<file path="src/rtl/isp_pkg.sv">
// Shared constants, channel encoding and address/channel helpers for the ISP DRAM picture reader.
package isp_pkg;

  localparam logic [31:0] BASE_ADDR      = 32'h0001_0000;
  localparam logic [31:0] PIC_BYTES      = 32'd3072;
  localparam int          BEATS          = 192;
  localparam logic [7:0]  CHAN_BEATS     = 8'd64;
  localparam logic [7:0]  LAST_IDX       = 8'(BEATS - 1);
  localparam logic [2:0]  AXI_SIZE_16B   = 3'b100;
  localparam logic [1:0]  AXI_BURST_INCR = 2'b01;

  localparam logic [1:0] ST_IDLE  = 2'd0;
  localparam logic [1:0] ST_ADDR  = 2'd1;
  localparam logic [1:0] ST_DATA  = 2'd2;
  localparam logic [1:0] ST_DRAIN = 2'd3;

  typedef enum logic [1:0] {
    CHAN_R = 2'd0,
    CHAN_G = 2'd1,
    CHAN_B = 2'd2
  } chan_e;

  typedef struct packed {
    logic [7:0]   idx;
    logic [127:0] data;
  } beat_t;

  function automatic logic [31:0] pic_addr(input logic [3:0] pic);
    return BASE_ADDR + PIC_BYTES * {28'd0, pic};
  endfunction

  // Pictures are stored as planar R, G, B thirds of CHAN_BEATS beats each.
  function automatic logic [1:0] chan_of(input logic [7:0] idx);
    logic [1:0] chan;
    if (idx < CHAN_BEATS) begin
      chan = CHAN_R;
    end else if (idx < (CHAN_BEATS << 1)) begin
      chan = CHAN_G;
    end else begin
      chan = CHAN_B;
    end
    return chan;
  endfunction

endpackage

</file>
<file path="src/rtl/isp_beat_fifo.sv">
// Small registered FIFO holding {index, data} beats between the AXI read channel and the core.
module isp_beat_fifo #(
  parameter int DEPTH = 4,
  parameter int WIDTH = 136
) (
  input  logic                       clk,
  input  logic                       rst_n,
  input  logic                       push,
  input  logic [WIDTH-1:0]           push_data,
  input  logic                       pop,
  output logic [WIDTH-1:0]           head,
  output logic                       full,
  output logic                       empty,
  output logic [$clog2(DEPTH):0]     count
);

  localparam int AW = $clog2(DEPTH);
  localparam int CW = AW + 1;

  logic [WIDTH-1:0] mem_q [DEPTH];
  logic [WIDTH-1:0] mem_d [DEPTH];
  logic [AW-1:0]    wr_ptr_q, wr_ptr_d;
  logic [AW-1:0]    rd_ptr_q, rd_ptr_d;
  logic [CW-1:0]    count_q, count_d;
  logic             push_ok_s;
  logic             pop_ok_s;

  assign full      = (count_q == CW'(DEPTH));
  assign empty     = (count_q == '0);
  assign count     = count_q;
  assign head      = mem_q[rd_ptr_q];
  assign push_ok_s = push && !full;
  assign pop_ok_s  = pop && !empty;

  // Next-state for storage, pointers and occupancy.
  always_comb begin
    mem_d    = mem_q;
    wr_ptr_d = wr_ptr_q;
    rd_ptr_d = rd_ptr_q;
    count_d  = count_q;
    if (push_ok_s) begin
      mem_d[wr_ptr_q] = push_data;
      wr_ptr_d        = wr_ptr_q + AW'(1);
    end else begin
      wr_ptr_d = wr_ptr_q;
    end
    if (pop_ok_s) begin
      rd_ptr_d = rd_ptr_q + AW'(1);
    end else begin
      rd_ptr_d = rd_ptr_q;
    end
    case ({push_ok_s, pop_ok_s})
      2'b10:   count_d = count_q + CW'(1);
      2'b01:   count_d = count_q - CW'(1);
      default: count_d = count_q;
    endcase
  end

  // FIFO state registers.
  always_ff @(posedge clk) begin
    if (!rst_n) begin
      for (int i = 0; i < DEPTH; i++) begin
        mem_q[i] <= '0;
      end
      wr_ptr_q <= '0;
      rd_ptr_q <= '0;
      count_q  <= '0;
    end else begin
      mem_q    <= mem_d;
      wr_ptr_q <= wr_ptr_d;
      rd_ptr_q <= rd_ptr_d;
      count_q  <= count_d;
    end
  end

endmodule

</file>
<file path="src/rtl/isp_dram_reader.sv">
// Fetches one picture from DRAM as a single 192-beat AXI4 INCR burst and streams the beats,
// tagged with index/channel/last, to the ISP core through a small FIFO.
module isp_dram_reader
  import isp_pkg::*;
#(
  parameter int FIFO_DEPTH = 4
) (
  input  logic         clk,
  input  logic         rst_n,
  input  logic         req_valid,
  input  logic [3:0]   req_pic_no,
  output logic         req_ready,
  output logic [3:0]   arid_s_inf,
  output logic [31:0]  araddr_s_inf,
  output logic [7:0]   arlen_s_inf,
  output logic [2:0]   arsize_s_inf,
  output logic [1:0]   arburst_s_inf,
  output logic         arvalid_s_inf,
  input  logic         arready_s_inf,
  input  logic [3:0]   rid_s_inf,
  input  logic [127:0] rdata_s_inf,
  input  logic [1:0]   rresp_s_inf,
  input  logic         rlast_s_inf,
  input  logic         rvalid_s_inf,
  output logic         rready_s_inf,
  output logic         beat_valid,
  input  logic         beat_ready,
  output logic [127:0] beat_data,
  output logic [7:0]   beat_idx,
  output logic [1:0]   beat_chan,
  output logic         beat_last,
  output logic         busy,
  output logic         err
);

  logic [1:0]                  state_q, state_d;
  logic [31:0]                 araddr_q, araddr_d;
  logic [7:0]                  rcnt_q, rcnt_d;
  logic                        err_q, err_d;
  logic                        push_s, pop_s;
  logic                        fifo_full_s, fifo_empty_s;
  logic [$clog2(FIFO_DEPTH):0] fifo_count_s;
  beat_t                       push_beat_s, head_s;
  logic                        unused_s;

  assign unused_s = ^{rid_s_inf, fifo_count_s};

  // rready depends only on registered state, never on the downstream ready.
  assign rready_s_inf  = (state_q == ST_DATA) && !fifo_full_s;
  assign push_s        = rvalid_s_inf && rready_s_inf;
  assign pop_s         = beat_valid && beat_ready;
  assign push_beat_s   = '{idx: rcnt_q, data: rdata_s_inf};

  assign req_ready     = (state_q == ST_IDLE);
  assign busy          = (state_q != ST_IDLE);
  assign err           = err_q;
  assign arvalid_s_inf = (state_q == ST_ADDR);
  assign araddr_s_inf  = araddr_q;
  assign arid_s_inf    = 4'd0;
  assign arlen_s_inf   = LAST_IDX;
  assign arsize_s_inf  = AXI_SIZE_16B;
  assign arburst_s_inf = AXI_BURST_INCR;

  assign beat_valid    = !fifo_empty_s;
  assign beat_data     = head_s.data;
  assign beat_idx      = head_s.idx;
  assign beat_chan     = chan_of(head_s.idx);
  assign beat_last     = (head_s.idx == LAST_IDX);

  isp_beat_fifo #(
    .DEPTH (FIFO_DEPTH),
    .WIDTH ($bits(beat_t))
  ) u_fifo (
    .clk       (clk),
    .rst_n     (rst_n),
    .push      (push_s),
    .push_data (push_beat_s),
    .pop       (pop_s),
    .head      (head_s),
    .full      (fifo_full_s),
    .empty     (fifo_empty_s),
    .count     (fifo_count_s)
  );

  // Fetch sequencer; the burst length is enforced by count, rlast is only cross-checked.
  always_comb begin
    state_d  = state_q;
    araddr_d = araddr_q;
    rcnt_d   = rcnt_q;
    err_d    = err_q;
    case (state_q)
      ST_IDLE: begin
        if (req_valid) begin
          araddr_d = pic_addr(req_pic_no);
          rcnt_d   = 8'd0;
          err_d    = 1'b0;
          state_d  = ST_ADDR;
        end else begin
          state_d = ST_IDLE;
        end
      end
      ST_ADDR: begin
        if (arready_s_inf) begin
          state_d = ST_DATA;
        end else begin
          state_d = ST_ADDR;
        end
      end
      ST_DATA: begin
        if (push_s) begin
          rcnt_d = rcnt_q + 8'd1;
          if (rresp_s_inf != 2'b00) begin
            err_d = 1'b1;
          end else begin
            err_d = err_q;
          end
          if (rcnt_q == LAST_IDX) begin
            state_d = ST_DRAIN;
            if (!rlast_s_inf) begin
              err_d = 1'b1;
            end else begin
              state_d = ST_DRAIN;
            end
          end else if (rlast_s_inf) begin
            err_d = 1'b1;
          end else begin
            state_d = ST_DATA;
          end
        end else begin
          state_d = ST_DATA;
        end
      end
      ST_DRAIN: begin
        if (fifo_empty_s) begin
          state_d = ST_IDLE;
        end else begin
          state_d = ST_DRAIN;
        end
      end
      default: state_d = ST_IDLE;
    endcase
  end

  // Sequencer registers.
  always_ff @(posedge clk) begin
    if (!rst_n) begin
      state_q  <= ST_IDLE;
      araddr_q <= 32'd0;
      rcnt_q   <= 8'd0;
      err_q    <= 1'b0;
    end else begin
      state_q  <= state_d;
      araddr_q <= araddr_d;
      rcnt_q   <= rcnt_d;
      err_q    <= err_d;
    end
  end

endmodule
</file>
<file path="config.mk">
export PLATFORM = sky130hd
export DESIGN_NAME = isp_dram_reader
export DESIGN_NICKNAME = d
export VERILOG_FILES = /design/src/rtl/isp_pkg.sv /design/src/rtl/isp_beat_fifo.sv /design/src/rtl/isp_dram_reader.sv
export SDC_FILE = /design/constraint.sdc
export NUM_CORES = 1
export LEC_CHECK = 0
export ABC_AREA = 1
export CELL_PAD_IN_SITES_DETAIL_PLACEMENT = 1
export CELL_PAD_IN_SITES_GLOBAL_PLACEMENT = 1
export CORE_MARGIN = 2
export CORE_UTILIZATION = 44
export CTS_BUF_LIST = sky130_fd_sc_hd__clkbuf_2
export DETAILED_ROUTE_END_ITERATION = 12
export MAX_ROUTING_LAYER = met4
export PLACE_DENSITY_LB_ADDON = 0.1
export RECOVER_POWER = 25
export SYNTH_ARGS = -nofsm -noshare
export SYNTH_HDL_FRONTEND = slang
export SYNTH_HIERARCHICAL = 1
export SYNTH_SLANG_ARGS = --single-unit
</file>
<file path="constraint.sdc">
create_clock -name clk -period 5.5 [get_ports clk]
set_clock_uncertainty 0.1 [all_clocks]
set_input_delay 1.1 -clock clk [delete_from_list [all_inputs] [get_ports clk]]
set_output_delay 1.1 -clock clk [all_outputs]
set_load 0.01 [all_outputs]
</file>
# After elaboration in Yosys (flattened, before gate mapping)
# Index checks and enable logic that the tools add are counted.
# op_classes
n_eq_ne,11
n_addsub,6
order_cmp,5
muxes,26
shifts,0
div_mod_pow,0
mul,1
bitwise,2
n_reduce_logical,16
# ops
operator,count
$bwmux 544,1
$mux 136,3
$bmux 136 s2,1
$demux 136 s2,1
$add 17x16->18 const A,1
$eq 8x8->1 const B,2
$mux 8,2
$pmux 8 s2,1
$mux 2,7
$add 8x1->8 const B,1
$lt 8x7->1 const B,1
$lt 8x8->1 const B,1
$pmux 2 s4,1
$reduce_bool 2->1,4
$mux 1,7
$eq 2x2->1 const B,3
$ge 3x3->1 const B,2
$logic_and 1x1->1,6
$mul 2x4->6 const A,1
$not 2->3,2
$pmux 3 s2,1
$add 2x1->2 const B,2
$eq 2x1->1 const B,2
$ne 4x4->1 const B,1
12 further kinds,13
# word_totals
regBits,594
word_cells,78
rom_bits,0
in_bits,145
n_memories,0
latchBits,0
ram_bits,0
out_inout_bits,194

# Logic depth before layout (Yosys ltp)
# logic_depth
ltp_word,7
depth_mapped,21
depth_no_buf,16

# Cells and area by module
# Netlist, hierarchy kept.
# by_module_without_submodules
module,seq_area_each_um2,cells_each,area_each_um2,n_inst
isp_beat_fifo,11030.6,5079,30483.0,1
isp_dram_reader,360.3,196,1377.6,1

# Worst setup path before layout
# Ideal clock, no wire load.
# synth_path
path_type,flip-flop to output port
from,register u_fifo.rd_ptr_q[0]
to,output beat_last
required_time_ps,4300
path_stages_with_launch,10
arrival_time_ps,1697
path_buffers,4
slack_ps,2603
path_cell_list,dfxtp_1 -> buf_4 -> buf_6 -> inv_2 -> buf_2 -> buf_2 -> nor2_1 -> o22ai_1 -> nand4_1 -> nor2_1
# synth_via
elab_chain_cells,5
# synth_lines
element,line_no,source
from (decl),isp_beat_fifo.sv:23,"logic [AW-1:0] rd_ptr_q, rd_ptr_d;"
from (signal assigned),isp_beat_fifo.sv:71,rd_ptr_q <= rd_ptr_d;
$not 2->3 (not written as such),isp_beat_fifo.sv:31,assign head = mem_q[rd_ptr_q];
$bmux 136 s2,isp_beat_fifo.sv:31,
$mux 136 (not written as such) (2 in series),isp_beat_fifo.sv:31,
via beat_idx[7],isp_dram_reader.sv:29,"output logic [7:0] beat_idx,"
$eq 8x8->1,isp_dram_reader.sv:68,assign beat_last = (head_s.idx == LAST_IDX);
to (decl),isp_dram_reader.sv:31,"output logic beat_last,"
# The timed path passes the listed nets, and every way through them passes these cells. The select of a mux whose other input is x is not followed.

# Final worst setup path
# layout_path
from,register u_fifo.rd_ptr_q[0]
to,output beat_data[71]
# layout_via
elab_chain_cells,4
# layout_lines
element,line_no,source
$not 2->3 (not written as such),isp_beat_fifo.sv:31,
$bmux 136 s2,isp_beat_fifo.sv:31,
$mux 136 (not written as such) (2 in series),isp_beat_fifo.sv:31,
to (decl),isp_dram_reader.sv:28,"output logic [127:0] beat_data,"
# No other way between the ends. The select of a mux whose other input is x is not followed.

==> impl_metrics.py <==
metrics = {
    "outcome": {
        "status": "finished, violations left",
        "violations": "capacitance limit, slew limit",
    },
    "die": {
        "fp.dieW_um": 273.1,
        "die_y_um": 273.1,
        "row_count": 98,
        "pin_count": 339,
        "coreArea_um2": 71610,
        "die_area_um2": 74580,
        "start_util_pct": 44.49,
    },
    "power_and_ir_drop": {
        "comb_power_share_pct": 10.2,
        "internal_power_uw": 5783,
        "p_seq_share_pct": 51.0,
        "ir_drop_v": 0.0001414,
        "p_switching_uw": 2431,
        "swShare_pct": 29.60,
        "clkPwrFrac_pct": 38.8,
        "p_leak_uw": 0.01734,
        "power_density_nw_per_um2": 228.1,
    },
    "route": {
        "dr_total_vias": 32430,
        "drt_first_pass_iters": 8,
        "wl_per_cell_um": 16.83,
        "drc": 0,
        "antenna_left": 0,
        "wl_mm": 108.4,
        "vias_per_cell": 5.034,
        "first_iter_violations": 1830,
    },
    "yosys": {
        "synthDistinctLibCells": 31,
        "synthTopCellsByCount": "inv_1, nand2_1, nor2_1, dfxtp_1, nand4_1",
        "netlist_top_cells_area": "dfxtp_1, inv_1, nand2_1",
        "synth_flop_cell": "dfxtp_1",
        "syn_area_um2": 31860,
        "synth_largest_area_cell": "dfxtp_1",
        "syn_avg_cell_area_um2": 6.040,
        "ys_seq_area_share_pct": 35.75,
        "async_reset_ff_share_pct": 0,
        "synth_most_common_cell": "inv_1",
        "synthCells": 5275,
        "synth_edf_count": 0,
        "synth_seq_cells": 569,
        "yosysWarnings": 6,
        "synth_top_area_share_pct": 35.75,
    },
    "timing": {
        "rsz0062_at_grt": "false",
        "maxSlewHeadroom_pct": -66.72,
        "setup_viol": 0,
        "fin_ws_ns": 0.3565,
        "drv_slew": 475,
        "worst_pin_slew_ns": 2.501,
        "fin_crit_ns": 5.143,
        "finalCritPeriodShare_pct": 93.52,
        "fmax_ghz": 0.1944,
        "setup_tns_ns": 0,
        "finalHoldViolCount": 0,
    },
    "clock_tree": {
        "clk_latency_ns": 1.34,
        "cts_buffers": 162,
        "h-tree-depth": 4,
        "clockBufferDepth": 3,
        "cts_hold_buffers": 0,
        "clk_pin_slew_ns": 0.10,
        "cts_sinks": 569,
        "ctsRootBufferMaster": "clkbuf_2",
        "cts_tree": "yes",
    },
    "setup_path": {
        "criticalPathCategory": "reg -> out",
        "start_kind": "register",
        "endpoint_kind": "output port",
        "r2r_start": "u_fifo/count[1]",
        "cp_data_required_time_ns": 4.30,
        "crit_arrival_ns": 3.94,
        "cp-startpoint": "u_fifo/rd_ptr_q[0]",
        "worstPathMaxFanout": 81,
    },
    "global_route": {
        "grt_pass1_vias": 32640,
        "grt_pass1_wl_mm": 172.1,
        "grt_overflow": 0,
        "grtUsageTotal_pct": 29.47,
        "grt_max_degree": 219,
        "antenna_found_initial": 14,
    },
    "cells_and_area": {
        "syn_to_final_growth_pct": 13.01,
        "drive_gt1_share_pct": 6.082,
        "layout.nets": 5539,
    },
    "placed_design": {
        "dp_hpwl_mm": 58.00,
        "dp_slack_ns": 1.352,
        "gp_congestion": 0.7731,
        "portBuffers": 292,
    },
    "min_path": {
        "hold_class": "in -> reg",
        "min_from": "rst_n",
    },
    "job": {
        "cap_violations": 5,
    },
}
## power by group through the flow
stage                     sequential, uW  combinational [uW]  clock [uW]
after detailed placement            4290                 834           0
after global routing                4200                 919        3530
after floorplan                     4280                 493           0
after global placement              4280                 825           0
final                               4190                 834        3190
after CTS                           4190                 839        3310
## layout make-up
| cell class | count | area [um2] |
|---|---|---|
| diodes | 17 | 42.54 |
| clock buffers | 230 | 1151 |
| clock inverters | 28 | 234.0 |
| fillers | 10030 | 35600 |
| inverters | 1264 | 4765 |
| multi-input cells | 3044 | 13790 |
| flip-flops and latches | 569 | 11400 |
| well taps | 950 | 1189 |
| repair buffers | 340 | 3436 |
## per-stage QoR
stage / utilization (%) / cell area (um2) / total power, uW / hold slack (ns) / cells
floorplan: - / 32010 / 4776 / 0.3640 / 5315
global placement: 48.34 / 34620 / 5109 / 0.3389 / 6165
detailed placement: 48.34 / 34620 / 5121 / 0.3562 / 6165
CTS: 50.35 / 36050 / 8340 / 0.1211 / 6425
global route: 50.28 / 36000 / 8643 / 0.1485 / 6442
finish: 50.28 / 36000 / 8214 / 0.1774 / 6442
## layer usage
| metal | global-route usage, % | wire (um) |
|---|---|---|
| met1 | 35.12 | 48380 |
| met2 | 49.23 | 51760 |
| met3 | 5.131 | 5014 |
| met4 | 11.81 | 3238 |
| met5 | - | 0 |
## flip-flops by register name, summed over array words and instances, names as in the netlist
register	count
u_fifo/wr_ptr_q	2
u_fifo/count	3
err	1
rcnt_q	8
u_fifo/mem_q	544
u_fifo/rd_ptr_q	2
araddr_s_inf	7
state_q	2
## critical path, cell delays in order, from the launching register on
cell and delay (ns):
dfxtp_4 0.56, inv_8 0.49, buf_4 0.48, o21ai_0 0.13
o22ai_1 0.36, clkdlybuf4s50_1 0.62
## path summary, 6_finish.rpt
path	end	slack, ns	depth (start not counted)
hold / removal	araddr_s_inf[13]	0.18	3
setup / recovery	beat_data[71]	0.36	5
hold reg to reg	err	0.37	2
setup reg to reg	u_fifo/mem_q[294]	0.72	11
## cell usage in the layout, fill, tap and decap left out, types with 19 or more instances in the layout
cell type | synthesis | final
nand4_1 | 549 | 549
nand2_1 | 1129 | 1131
nand3_1 | 20 | 19
o22ai_1 | 136 | 136
buf_4 | 56 | 30
conb_1 | 2 | 42
clkdlybuf4s50_1 | 0 | 291
dfxtp_1 | 569 | 567
clkbuf_2 | 9 | 234
o21ai_0 | 278 | 280
nor2_1 | 846 | 847
inv_1 | 1235 | 1235
inv_2 | 29 | 31
## kinds of logic (layout without fill, tap and decap cells)
group,after synthesis,in the layout,share of synthesized area (%)
flops,569,569,35.75
simple gates,2552,2552,34.61
compound gates,436,436,7.407
fa+ha+maj,13,13,0.5576
other cells,2,59,0.02357
xor+xnor,1,1,0.02749
buf+inv,1702,1862,21.62
## what timing repair did
item	CTS	global route
setup buffers	2	0
setup endpoints to repair	4	0
resized for setup	1	0
No activity file was read; power rests on OpenSTA's default activity.
